$ cat src/rtl/uart_pkg.sv
// Shared UART receive types: FSM state encoding, word-length codes and decode helper.
// Pure definitions; no logic or latency.
package uart_pkg;

    typedef enum logic [2:0] {
        ST_IDLE      = 3'd0,
        ST_START     = 3'd1,
        ST_DATA      = 3'd2,
        ST_PARITY    = 3'd3,
        ST_STOP      = 3'd4,
        ST_WAIT_IDLE = 3'd5
    } rx_state_e;

    localparam logic [1:0] WLS_5 = 2'b00;
    localparam logic [1:0] WLS_6 = 2'b01;
    localparam logic [1:0] WLS_7 = 2'b10;
    localparam logic [1:0] WLS_8 = 2'b11;

    function automatic logic [3:0] wls_to_bits(input logic [1:0] wls);
        return 4'd5 + {2'b00, wls};
    endfunction

endpackage

$ cat src/rtl/uart_rx_sync.sv
// Reset-valued flop and the rxd synchronizer chain built from it.
// SYNC_STAGES pclk latency; no backpressure, presets to idle-line 1.
module dff #(
    parameter int         WIDTH       = 1,
    parameter logic [0:0] RESET_VALUE = 1'b0
) (
    input  logic             clk,
    input  logic             rst_n,
    input  logic [WIDTH-1:0] d,
    output logic [WIDTH-1:0] q
);
    always_ff @(posedge clk or negedge rst_n) begin
        if (!rst_n) q <= {WIDTH{RESET_VALUE}};
        else        q <= d;
    end
endmodule

module uart_rx_sync #(
    parameter int SYNC_STAGES = 2
) (
    input  logic clk,
    input  logic rst_n,
    input  logic d,
    output logic q
);
    logic [SYNC_STAGES:0] chain;

    assign chain[0] = d;
    assign q        = chain[SYNC_STAGES];

    for (genvar i = 0; i < SYNC_STAGES; i++) begin : g_stage
        dff #(.WIDTH(1), .RESET_VALUE(1'b1)) u_ff (
            .clk   (clk),
            .rst_n (rst_n),
            .d     (chain[i]),
            .q     (chain[i+1])
        );
    end
endmodule

$ cat src/rtl/uart_rx_ctrl.sv
// UART receive sequencer: start detect, 3-vote bit decision, 5-8 bit framing, parity/stop/break checks.
// rx_valid is a 1-cycle pulse one pclk after the stop-bit sample_edge; no backpressure on rx_valid.
module uart_rx_ctrl
    import uart_pkg::*;
#(
    parameter int SYNC_STAGES = 2,
    parameter int DATA_W      = 8
) (
    input  logic              pclk,
    input  logic              presetn,
    input  logic              rx_en,
    input  logic              rxd,
    input  logic [1:0]        lcr_wls,
    input  logic              lcr_pen,
    input  logic              lcr_eps,
    input  logic              lcr_sp,
    input  logic              voting_edge,
    input  logic              sample_edge,
    output logic              sample_clk_clr,
    output logic [DATA_W-1:0] rx_data,
    output logic              rx_valid,
    output logic              parity_err,
    output logic              framing_err,
    output logic              break_int,
    output logic              rx_busy
);

    rx_state_e         state;
    logic              rxd_s;
    logic              rxd_d;
    logic              fall;
    logic              sample_d;
    logic [1:0]        vote_cnt;
    logic [1:0]        ones_cnt;
    logic              vote_add;
    logic              vote_clr;
    logic [2:0]        vote_eff;
    logic [2:0]        ones_eff;
    logic              bit_val;
    logic [3:0]        bit_cnt;
    logic [3:0]        last_idx;
    logic [DATA_W-1:0] shreg;
    logic              par_err_q;
    logic              par_bit_q;

    uart_rx_sync #(.SYNC_STAGES(SYNC_STAGES)) u_sync (
        .clk   (pclk),
        .rst_n (presetn),
        .d     (rxd),
        .q     (rxd_s)
    );

    always_ff @(posedge pclk or negedge presetn) begin
        if (!presetn) begin
            rxd_d    <= 1'b1;
            sample_d <= 1'b0;
        end else begin
            rxd_d    <= rxd_s;
            sample_d <= sample_edge;
        end
    end

    assign fall           = rxd_d & ~rxd_s;
    assign sample_clk_clr = (state == ST_IDLE) & fall & rx_en;
    assign rx_busy        = (state != ST_IDLE);
    assign last_idx       = wls_to_bits(lcr_wls) - 4'd1;

    // A vote landing on the sample_edge cycle is folded in combinationally so it counts toward this bit.
    assign vote_add = voting_edge & (vote_cnt != 2'd3);
    assign vote_eff = {1'b0, vote_cnt} + {2'b00, vote_add};
    assign ones_eff = {1'b0, ones_cnt} + {2'b00, vote_add & rxd_s};
    assign bit_val  = (vote_eff == 3'd0) ? rxd_s : ({ones_eff, 1'b0} > {1'b0, vote_eff});
    assign vote_clr = sample_d | sample_clk_clr | ~rx_en;

    always_ff @(posedge pclk or negedge presetn) begin
        if (!presetn) begin
            vote_cnt <= 2'd0;
            ones_cnt <= 2'd0;
        end else if (vote_clr) begin
            // A vote on the clearing cycle opens the new bit rather than being lost.
            vote_cnt <= {1'b0, voting_edge & rx_en};
            ones_cnt <= {1'b0, voting_edge & rx_en & rxd_s};
        end else begin
            vote_cnt <= vote_eff[1:0];
            ones_cnt <= ones_eff[1:0];
        end
    end

    always_ff @(posedge pclk or negedge presetn) begin
        if (!presetn) begin
            state       <= ST_IDLE;
            bit_cnt     <= 4'd0;
            shreg       <= '0;
            par_err_q   <= 1'b0;
            par_bit_q   <= 1'b0;
            rx_data     <= '0;
            rx_valid    <= 1'b0;
            parity_err  <= 1'b0;
            framing_err <= 1'b0;
            break_int   <= 1'b0;
        end else begin
            rx_valid <= 1'b0;
            if (!rx_en) begin
                state <= ST_IDLE;
            end else begin
                unique case (state)
                    ST_IDLE: begin
                        if (fall) state <= ST_START;
                    end
                    ST_START: begin
                        if (sample_edge) begin
                            if (!bit_val) begin
                                state     <= ST_DATA;
                                bit_cnt   <= 4'd0;
                                shreg     <= '0;
                                par_err_q <= 1'b0;
                                par_bit_q <= 1'b0;
                            end else begin
                                state <= ST_IDLE;
                            end
                        end
                    end
                    ST_DATA: begin
                        if (sample_edge) begin
                            for (int i = 0; i < DATA_W; i++) begin
                                if (bit_cnt == i[3:0]) shreg[i] <= bit_val;
                            end
                            // A mid-frame wls change just lets bit_cnt wrap around until it matches again.
                            if (bit_cnt == last_idx) state <= lcr_pen ? ST_PARITY : ST_STOP;
                            else                     bit_cnt <= bit_cnt + 4'd1;
                        end
                    end
                    ST_PARITY: begin
                        if (sample_edge) begin
                            par_bit_q <= bit_val;
                            if (lcr_sp) par_err_q <= (bit_val != ~lcr_eps);
                            else        par_err_q <= ((^shreg ^ bit_val) != ~lcr_eps);
                            state <= ST_STOP;
                        end
                    end
                    ST_STOP: begin
                        if (sample_edge) begin
                            rx_valid    <= 1'b1;
                            rx_data     <= shreg;
                            parity_err  <= par_err_q;
                            framing_err <= ~bit_val;
                            break_int   <= ~bit_val & (shreg == '0) & ~par_bit_q;
                            state       <= bit_val ? ST_IDLE : ST_WAIT_IDLE;
                        end
                    end
                    ST_WAIT_IDLE: begin
                        if (rxd_s) state <= ST_IDLE;
                    end
                    default: state <= ST_IDLE;
                endcase
            end
        end
    end

endmodule

$ cat config.mk
export PLATFORM = sky130hd
export DESIGN_NAME = uart_rx_ctrl
export DESIGN_NICKNAME = d
export VERILOG_FILES = /design/src/rtl/uart_pkg.sv /design/src/rtl/uart_rx_sync.sv /design/src/rtl/uart_rx_ctrl.sv
export SDC_FILE = /design/constraint.sdc
export NUM_CORES = 1
export LEC_CHECK = 0
export ABC_AREA = 1
export CAP_MARGIN = 0
export CORE_AREA = 4 4 67 69
export CTS_CLUSTER_DIAMETER = 50
export CTS_CLUSTER_SIZE = 20
export DETAILED_ROUTE_END_ITERATION = 16
export DIE_AREA = 0 0 71 73
export PLACE_DENSITY = 0.82
export SLEW_MARGIN = 0
export SYNTH_ARGS = -nofsm -noshare
export SYNTH_HDL_FRONTEND = slang
export SYNTH_SLANG_ARGS = --single-unit
export TNS_END_PERCENT = 5
$ cat constraint.sdc
create_clock -name pclk -period 6.8 [get_ports pclk]
set_input_delay 1.36 -clock pclk [delete_from_list [all_inputs] [get_ports pclk]]
set_output_delay 1.36 -clock pclk [all_outputs]
set_load 0.05 [all_outputs]
==> metrics.csv <==
stage;metric;value;unit
global_routing;All-Layer GR Usage;19.20;%
route;Final ANT Viol Nets;0;
sta;Max Slew Vio Count;0;
setup_path;worst r2r src;vote_cnt[0];
yosys;Netlist Area Pre-Place;2291;µm²
cells_and_area;most frequent cells in the layout;nand2_1 (75), inv_1 (51), dfrtp_1 (34);
yosys;Synth area leader;dfrtp_1;
cts;Worst-path clk slew;70;ps
route;DR vias/cell;5.003;
pwr;Lkg Pwr;1.370;nW
setup_path;depth of the worst register-to-register path;14;
floorplan;Chip Height;73;µm
cells_and_area;synth-to-layout area growth;16.38;%
yosys;synthesized area per cell;7.462;µm²
sta;setup_tns;0;ps
cells_and_area;nets;359;
sta;Final Hold Vio Count;0;
yosys;top-area cell type share of the netlist area;37.14;%
worst_hold_path;Min-Delay Path Class;flip-flop to flip-flop;
cts;Clock Path Buffers;2;
setup_path;CP startpoint;rx_en;
cts;CTS tree;yes;
global_routing;grt total ovfl;0;
sta;Clock Skew;6.543;ps
route;Remaining DRCs;0;
cells_and_area;area of the multi-input gates;1109;µm²
cells_and_area;Final Non-Filler Cells;385;
cts;setup repair bufs after CTS;0;
yosys;FF+latch count, synth;37;
route;Routed WL;4.254;mm
setup_path;Reg2Reg Setup Slack;4090;ps
cells_and_area;Sequential Area;929.6;µm²
place;Final HPWL DP;3.367;mm
setup_path;worst r2r dst;bit_cnt[1];
sta;Setup violations, final;0;
sta;RSZ-0062 raised after global routing;false;
sta;period utilisation layout;64.71;%
pwr;peak supply drop;0.2456;mV
setup_path;WP data required;5440;ps
cts;Sink Count;37;
route;via count;1926;
pwr;PnR Total Power;0.001094;W
worst_hold_path;hold depth;0;
place;port buffer count;24;
global_routing;first-pass GRT wire length;7.990;mm
yosys;Ys Warns;0;
pwr;P per Cell Area;410.3;nW/µm²
sta;worst slew pin tran;501.8;ps
setup_path;crit-path max FO;7;
flow_run;Max Cap Viol;0;
place;placed cell count;377;
cts;Root Buffer;clkbuf_8;
route;DRT Pass-1 Iters;4;
global_routing;vias in the first global route;1863;
status;status;finished, final reports clean;
cts;H-tree lvl count;2;
cells_and_area;Finished Core Util;68.13;%
sta;Max Fclk;0.2273;GHz
cts;cts bufs inserted;5;
floorplan;# rows;23;
sta;min Tclk post-route;4400;ps
floorplan;DIE WIDTH;71;µm
setup_path;Critical Path AT;3040;ps
cells_and_area;layout cells sized above 1;9.254;%
floorplan;Core ar.;3914;µm²
setup_path;critical path class;input pin to output port;
setup_path;Critical Path End;sample_clk_clr;
cells_and_area;ANT cells;0;
route;drt first-iter violations;111;
cts;# hold bufs at CTS;0;
yosys;syn nets;332;
cts;clock latency on the worst-skew pair;280;ps
cells_and_area;fill cell count;348;
sta;Final Worst Setup Slack;2400;ps
place;RePlAce Congestion;0.8971;
yosys;Mapped Cells;307;
yosys;count of different cell masters after synthesis;32;
place;worst slack at placement;2402;ps
floorplan;die footprint;5183;µm²
setup_path;CP Launch Type;input pin;
yosys;largest cells by area after synthesis;dfrtp_1 (37%), nand2_1 (12%), inv_1 (8.4%), ha_1 (7.1%), nand3_1 (6.1%);
global_routing;initial antenna violation count;0;
sta;relative max-transition margin;66.44;%
floorplan;I/O pin count;25;
cells_and_area;commonest non-fill, non-tap cell in the layout;nand2_1;
floorplan;Starting Density;58.54;%
cts;Resized Gates After CTS;0;
setup_path;Worst setup EP type;output port;
route;WL/cell;11.05;µm
global_routing;pin count of the biggest net entering global routing;38;
yosys;post-synthesis sequential area ratio;40.58;%
[report_power, final]
part	total [W]	internal [W]	switching, W
logic	0.000600	0.000201	0.000399
clock network	0.000164	0.0000915	0.0000724
registers	0.000330	0.000282	0.0000475
[stage by stage]
stage	hold WS, ps	cell area (µm²)
finish	359.5	2666
global route	363.9	2666
CTS	361.2	2666
detailed placement	350.8	2565
global placement	346.6	2565
floorplan	345.2	2291
[cells by family (layout without fill, tap and decap cells)]
group | count (synthesis) | after routing | synth area share (%)
and+or+nand+nor | 159 | 159 | 31.40
DFF | 37 | 37 | 40.58
buffers and inverters | 62 | 90 | 11.03
adders and majority gates | 14 | 14 | 7.974
xor gates and xnor gates | 1 | 1 | 0.3824
AOI/OAI and AO/OA | 34 | 34 | 8.630
[layer usage]
layer  part of all wire, %  up-vias  GRT usage [%]
li1                      -     1028              -
met1                    46      849          25.00
met2                    48       42          32.03
met3                   4.2        7          4.270
met4                   1.6        0          6.054
met5                     0        -              0
[flip-flops by register name (all words and copies together) (netlist names)]
| name | count |
|---|---|
| parity_err | 1 |
| break_int | 1 |
| sample_d | 1 |
| vote_cnt | 2 |
| par_err_q | 1 |
| state | 3 |
| bit_cnt | 4 |
| rxd_d | 1 |
| shreg | 8 |
| par_bit_q | 1 |
| rx_data | 8 |
| u_sync.g_stage.u_ff.q | 2 |
| ones_cnt | 2 |
| framing_err | 1 |
| rx_valid | 1 |
[Yosys cell counts (all sizes together)]
cell,instances
nand2,79
inv,57
dfrtp,34
nor2,34
nand3,29
o21ai,27
ha,13
nand4,12
a21oi,5
buf,5
dfstp,3
nor3,3
a21boi,1
and2,1
fa,1
nand3b,1
o31ai,1
xnor2,1
[area by class of cell]
cell class	instances	area share [%]
Clock inverter	1	0.1877
Timing Repair Buffer	25	9.291
Sequential cell	37	34.87
Tap cell	50	2.346
Inverter	57	8.118
Multi-Input combinational cell	208	41.58
Clock buffer	7	3.613
[worst min-delay path by stage]
stage | start | end | slack [ps]
finish | u_sync.g_stage[0].u_ff.q | u_sync.g_stage[1].u_ff.q | 360
global route | u_sync.g_stage[0].u_ff.q | u_sync.g_stage[1].u_ff.q | 360
CTS | u_sync.g_stage[0].u_ff.q | u_sync.g_stage[1].u_ff.q | 360
detailed placement | u_sync.g_stage[0].u_ff.q | u_sync.g_stage[1].u_ff.q | 350
global placement | u_sync.g_stage[0].u_ff.q | u_sync.g_stage[1].u_ff.q | 350
floorplan | u_sync.g_stage[0].u_ff.q | u_sync.g_stage[1].u_ff.q | 350
[critical path: stages]
cell,delay [ps]
clkdlybuf4s50_1,630
nand3_1,170
inv_1,90
clkdlybuf4s50_1,800
Power figures use the tool's default switching activity.
